`src/rtl/reg_file_pkg.sv`:
```
// Shared defaults and index helpers for the scoreboarded register file.
package reg_file_pkg;

  localparam int DEFAULT_INDEX_BIT_WIDTH = 4;
  localparam int DEFAULT_DATA_BIT_WIDTH  = 32;
  localparam int DEFAULT_ZERO_REG        = 1;

  // True when register idx physically exists and may be written or reserved.
  // Out-of-range indices and a hardwired r0 are never writable.
  function automatic bit isWritable(int idx, int nRegs, int zeroReg);
    return (idx < nRegs) && !((zeroReg != 0) && (idx == 0));
  endfunction

endpackage

```
`src/rtl/reg_scoreboard.sv`:
```
// Busy-bit scoreboard: tracks which registers have an outstanding producer.
// A reservation marks a register busy; the producer's write clears it.
module reg_scoreboard
  import reg_file_pkg::*;
#(
  parameter int INDEX_BIT_WIDTH = DEFAULT_INDEX_BIT_WIDTH,
  parameter int N_REGS          = 1 << INDEX_BIT_WIDTH,
  parameter int ZERO_REG        = DEFAULT_ZERO_REG
) (
  input  logic                       clk,
  input  logic                       rst_n,
  input  logic                       wrtEn,
  input  logic [INDEX_BIT_WIDTH-1:0] wrtIndex,
  input  logic                       rsvEn,
  input  logic [INDEX_BIT_WIDTH-1:0] rsvIndex,
  input  logic                       flush,
  output logic [N_REGS-1:0]          busy,
  output logic [INDEX_BIT_WIDTH:0]   busyCount
);

  logic [N_REGS-1:0] busyNext;

  // Next busy vector: flush clears everything, otherwise write clears and
  // reserve sets, with the reserve applied last so the newer producer wins.
  always_comb begin
    // NOTE: every combinational output gets a default first, so no path
    // leaves it unassigned and no latch is inferred.
    busyNext = busy;
    if (flush) begin
      busyNext = '0;
    end else begin
      for (int i = 0; i < N_REGS; i++) begin
        if (isWritable(i, N_REGS, ZERO_REG)) begin
          if (wrtEn && (wrtIndex == INDEX_BIT_WIDTH'(i))) busyNext[i] = 1'b0;
          if (rsvEn && (rsvIndex == INDEX_BIT_WIDTH'(i))) busyNext[i] = 1'b1;
        end
      end
    end
  end

  // Busy register with asynchronous clear.
  always_ff @(posedge clk or negedge rst_n) begin
    // NOTE: state is updated with non-blocking assignments so every flop
    // samples pre-edge values regardless of block ordering.
    if (!rst_n) busy <= '0;
    else        busy <= busyNext;
  end

  // Population count of the busy vector; tracks the register exactly, so it
  // can never drift or wrap.
  always_comb begin
    busyCount = '0;
    for (int i = 0; i < N_REGS; i++) begin
      busyCount = busyCount + (INDEX_BIT_WIDTH + 1)'(busy[i]);
    end
  end

endmodule

```
`src/rtl/reg_file_sb.sv`:
```
// Two-read, one-write register file with write bypass and a busy-bit
// scoreboard reporting operand readiness for each read port.
module reg_file_sb
  import reg_file_pkg::*;
#(
  parameter int INDEX_BIT_WIDTH = DEFAULT_INDEX_BIT_WIDTH,
  parameter int DATA_BIT_WIDTH  = DEFAULT_DATA_BIT_WIDTH,
  parameter int N_REGS          = 1 << INDEX_BIT_WIDTH,
  parameter int ZERO_REG        = DEFAULT_ZERO_REG
) (
  input  logic                       clk,
  input  logic                       rst_n,
  input  logic                       wrtEn,
  input  logic [INDEX_BIT_WIDTH-1:0] wrtIndex,
  input  logic [DATA_BIT_WIDTH-1:0]  dataIn,
  input  logic                       rsvEn,
  input  logic [INDEX_BIT_WIDTH-1:0] rsvIndex,
  input  logic                       flush,
  input  logic [INDEX_BIT_WIDTH-1:0] rdIndex1,
  input  logic [INDEX_BIT_WIDTH-1:0] rdIndex2,
  output logic [DATA_BIT_WIDTH-1:0]  dataOut1,
  output logic [DATA_BIT_WIDTH-1:0]  dataOut2,
  output logic                       rdy1,
  output logic                       rdy2,
  output logic [INDEX_BIT_WIDTH:0]   busyCount
);

  logic [DATA_BIT_WIDTH-1:0]  data   [N_REGS];
  logic [N_REGS-1:0]          busy;
  logic [INDEX_BIT_WIDTH-1:0] rdIdx  [2];
  logic [DATA_BIT_WIDTH-1:0]  rdData [2];
  logic                       rdRdy  [2];

  reg_scoreboard #(
    .INDEX_BIT_WIDTH(INDEX_BIT_WIDTH),
    .N_REGS         (N_REGS),
    .ZERO_REG       (ZERO_REG)
  ) u_scoreboard (
    .clk      (clk),
    .rst_n    (rst_n),
    .wrtEn    (wrtEn),
    .wrtIndex (wrtIndex),
    .rsvEn    (rsvEn),
    .rsvIndex (rsvIndex),
    .flush    (flush),
    .busy     (busy),
    .busyCount(busyCount)
  );

  // Data array write; flush does not block writes.
  always_ff @(posedge clk or negedge rst_n) begin
    // NOTE: the array is deliberately reset, because reads after reset must
    // return zero; this keeps it in flops rather than a RAM macro.
    if (!rst_n) begin
      for (int i = 0; i < N_REGS; i++) data[i] <= '0;
    end else begin
      for (int i = 0; i < N_REGS; i++) begin
        if (isWritable(i, N_REGS, ZERO_REG) && wrtEn &&
            (wrtIndex == INDEX_BIT_WIDTH'(i))) begin
          data[i] <= dataIn;
        end
      end
    end
  end

  assign rdIdx[0] = rdIndex1;
  assign rdIdx[1] = rdIndex2;

  // Zero-latency read ports with same-cycle write bypass; r0 (when hardwired)
  // and nonexistent registers read as zero and always ready.
  always_comb begin
    for (int p = 0; p < 2; p++) begin
      rdData[p] = '0;
      rdRdy[p]  = 1'b1;
      for (int i = 0; i < N_REGS; i++) begin
        if (isWritable(i, N_REGS, ZERO_REG) && (rdIdx[p] == INDEX_BIT_WIDTH'(i))) begin
          if (wrtEn && (wrtIndex == rdIdx[p])) begin
            rdData[p] = dataIn;
            rdRdy[p]  = 1'b1;
          end else begin
            rdData[p] = data[i];
            rdRdy[p]  = ~busy[i];
          end
        end
      end
    end
  end

  assign dataOut1 = rdData[0];
  assign dataOut2 = rdData[1];
  assign rdy1     = rdRdy[0];
  assign rdy2     = rdRdy[1];

endmodule

```
`config.mk`:
```
export PLATFORM = sky130hd
export DESIGN_NAME = reg_file_sb
export DESIGN_NICKNAME = d
export VERILOG_FILES = /design/src/rtl/reg_file_pkg.sv /design/src/rtl/reg_scoreboard.sv /design/src/rtl/reg_file_sb.sv
export SDC_FILE = /design/constraint.sdc
export NUM_CORES = 1
export LEC_CHECK = 0
export ABC_AREA = 0
export ABC_CLOCK_PERIOD_IN_PS = 5500
export CAP_MARGIN = 0
export CELL_PAD_IN_SITES_DETAIL_PLACEMENT = 1
export CELL_PAD_IN_SITES_GLOBAL_PLACEMENT = 1
export CORE_MARGIN = 1.5
export CORE_UTILIZATION = 35
export CTS_CLUSTER_DIAMETER = 120
export DETAILED_ROUTE_END_ITERATION = 10
export PLACE_DENSITY_LB_ADDON = 0.1
export SYNTH_ARGS = -nofsm -noshare
export SYNTH_HDL_FRONTEND = slang
export SYNTH_SLANG_ARGS = --single-unit
```
`constraint.sdc`:
```
create_clock -name clk -period 5.5 [get_ports clk]
set_clock_uncertainty 0.1 [all_clocks]
set_input_delay 1.1 -clock clk [delete_from_list [all_inputs] [get_ports clk]]
set_output_delay 1.1 -clock clk [all_outputs]
set_load 0.02 [all_outputs]
```
==> impl_metrics.json <==
{
  "outcome": "complete, but fails checks",
  "violations": "setup timing",
  "syn_nets": 3582,
  "crit_cells": 13,
  "path_buf_inv": 5,
  "grt_max_degree": 105,
  "fin_cells": 5215,
  "port_buffers": 123,
  "cp_top_family": "buffers and inverters",
  "core_sq_mm": 0.0901,
  "clk_pin_slew_ns": 0.06,
  "synth_top_area_frac": 0.388,
  "yosys_warnings": 0,
  "final-max-slew-violation-count": 0,
  "cts-root-buf": "clkbuf_16",
  "max_freq_ghz": 0.180,
  "cp.required_ns": 4.30,
  "place_area_sq_mm": 0.0386,
  "netlist_area_sq_mm": 0.0319,
  "tritoncts": "done",
  "synth_xor_area_frac": 0.00247,
  "place_inst": 5086,
  "fin_nets": 4052,
  "reg2reg_depth": 4,
  "setup_violations": 4,
  "setup.worst_path.class": "in2out",
  "crit_path_start_kind": "primary input",
  "ir_drop_mv": 0.262,
  "cts_hold_buf": 0,
  "synth_top_family_by_area": "compound AO/OA/AOI/OAI gates",
  "max-clock-path-buffers": 3,
  "p_leak_nw": 17.8,
  "drive_above_1_share": 0.335,
  "synthCells": 3514,
  "nFillCells": 10200,
  "dieWidth_microns": 305,
  "cp_slowest_stage_delay_ns": 0.54,
  "holdWs_ns": 0.409,
  "utilization": 0.457,
  "yosys.area.top_type": "dfrtp_1",
  "ys_seq_elements": 495,
  "rsz0062_at_grt": "yes",
  "postSynth.asyncResetShare": 1.00,
  "slew_headroom": 0.181,
  "rows": 110,
  "dp.final_hpwl_microns": 150000,
  "finalHoldViolCount": 0,
  "crit_top_cell": "buf_4",
  "syn_avg_cell_area_sq_um": 9.08,
  "powerDensity_mw_per_mm2": 330,
  "ys_types": 86,
  "cp_slowest_cell": "clkdlybuf4s50_1",
  "drc": 0,
  "arrival_ns": 4.36,
  "clock_latency_ns": 0.64,
  "gp_congestion": 1.01,
  "syn_to_final_growth_pct": 29.0,
  "h-tree-depth": 3,
  "vias": 34500,
  "synthTopCellsByArea": "dfrtp_1 39%, mux2_2 17%, a21oi_1 5.3%",
  "track_usage": 0.425,
  "path_max_fanout": 13,
  "drt-initial-drc-count": 3615,
  "wl_microns": 200000,
  "final_area_sq_mm": 0.0412,
  "tightest_slew_ns": 1.23,
  "die_h_microns": 305,
  "dr.pass1.iters": 6,
  "overflow": 0,
  "grt_pass1_wl_microns": 281000,
  "wire_per_inst_microns": 38.4,
  "via_per_inst": 6.61,
  "end_kind": "primary output",
  "path_cells": "clkdlybuf4s50_1 -> xnor2_1 -> nand3_2 -> buf_12 -> nor2_4 -> buf_6 -> buf_4 -> a32oi_1 -> nor2_1 -> o211a_1 -> o211ai_1 -> a21oi_2 -> buf_4",
  "cts_sinks": 495,
  "setup_slack_ns": -0.0557,
  "start_util": 0.354,
  "io_pins": 124,
  "grt_pass1_vias": 35600,
  "period_share": 1.01,
  "synthMuxAreaShare": 0.202,
  "synth_ff_type": "dfrtp_1",
  "fin_crit_ns": 5.56,
  "multi_input_area_sq_mm": 0.0183,
  "dieArea_sq_mm": 0.0930,
  "yosys.area_share.adder": 0.00800,
  "ys_seq_area_frac": 0.388,
  "synthSimpleGateAreaFrac": 0.122,
  "drv_cap": 0,
  "postRouteAntennaNets": 0,
  "cts_made_buffers": 66,
  "grt_antenna_before_repair": 11,
  "synth-edff-count": 0,
  "min_path_type": "in2async",
  "regArea_sq_mm": 0.0124,
  "synth-compound-area-share": 0.226
}
timing repair:
action	4_1_cts	5_1_grt
cloned	0	0
pin swaps	2	8
endpoints found under the setup margin	44	50
resized for setup	69	50
setup buffers	2	4
endpoints found under the hold margin	0	0
final timing paths:
check | startpoint | end | slack [ns]
max in group asynchronous | rst_n | data[320] | 3.62
min in group clk | data[409] | data[409] | 0.43
setup reg to reg | u_scoreboard.busy[1] | u_scoreboard.busy[1] | 4.36
hold / removal | rst_n | data[393] | 0.41
setup / recovery | wrtIndex[2] | dataOut2[25] | -0.06
hold reg to reg | data[409] | data[409] | 0.43
Yosys cell counts, types with 35 or more instances:
cell and n:
dfrtp_1 495, mux2_2 492, nand2_1 437, a21oi_1 336
nor2_1 222, o21ai_0 208, clkbuf_1 196, o22ai_1 104
buf_2 102, mux2i_1 89, a31oi_1 86, nand3_1 81
a22oi_1 61, a211oi_1 50, a221oi_1 40, nor3_1 35
o211ai_1 35
cell usage in the layout, fill, tap and decap left out, types with 60 or more instances in the layout:
cell             netlist  final
buf_4                 11    578
dfrtp_1              495    495
mux2_2               492    492
nand2_1              437    433
a21oi_1              336    333
o21ai_0              208    207
nor2_1               222    195
o22ai_1              104     99
mux2i_1               89     89
a31oi_1               86     83
nand3_1               81     81
clkbuf_16              0     69
clkdlybuf4s50_1        0     63
a22oi_1               61     61
buf_12                 0     60
stage by stage:
step           setup slack, ns  power (mW)  setup TNS (ns)
6_report               -0.0557        13.6          -0.112
2_1_floorplan            0.710        6.98               0
3_5_place_dp            -0.423        8.92           -4.01
4_1_cts                -0.0626        13.6          -0.125
3_3_place_gp            -0.422        8.78           -3.19
5_1_grt                 -0.168        14.0          -0.465
routing by layer:
| layer | global-route usage | part of all wire | wire (microns) |
|---|---|---|---|
| met4 | 0.258 | 0.071 | 14200 |
| met1 | 0.533 | 0.39 | 79000 |
| met3 | 0.0805 | 0.078 | 15700 |
| met5 | 0 | 0.00041 | 83 |
| met2 | 0.676 | 0.46 | 91300 |
area by class of cell:
type / count / share of cell area
Tap cell: 1176 / 0.0357
Inverter: 35 / 0.00319
Multi-Input combinational cell: 2637 / 0.443
Antenna cell: 5 / 0.000304
Clock buffer: 98 / 0.0480
Clock inverter: 20 / 0.00632
Timing Repair Buffer: 749 / 0.162
Sequential cell: 495 / 0.301
logic make-up (layout without fill, tap and decap cells):
logic type	count (synthesis)	count (layout)
muxes	582	582
AOI/OAI and AO/OA	1136	1136
adders and majority gates	15	15
xor gates and xnor gates	9	9
buffers and inverters	382	902
and+or+nand+nor	895	895
DFF	495	495
other	0	5
state kept, by name, indices dropped and copies added, names as in the netlist:
| signal | flops |
|---|---|
| data | 480 |
| u_scoreboard.busy | 15 |
report_power, final:
group / leakage, nW / total, mW / internal (mW) / switching (mW)
Combinational: 10.6 / 3.66 / 1.65 / 2.01
Sequential: 6.10 / 5.32 / 4.47 / 0.847
Clock: 1.11 / 4.63 / 2.76 / 1.86
Total: 17.8 / 13.6 / 8.89 / 4.72
Note: power is estimated with default switching activity, not from simulation.
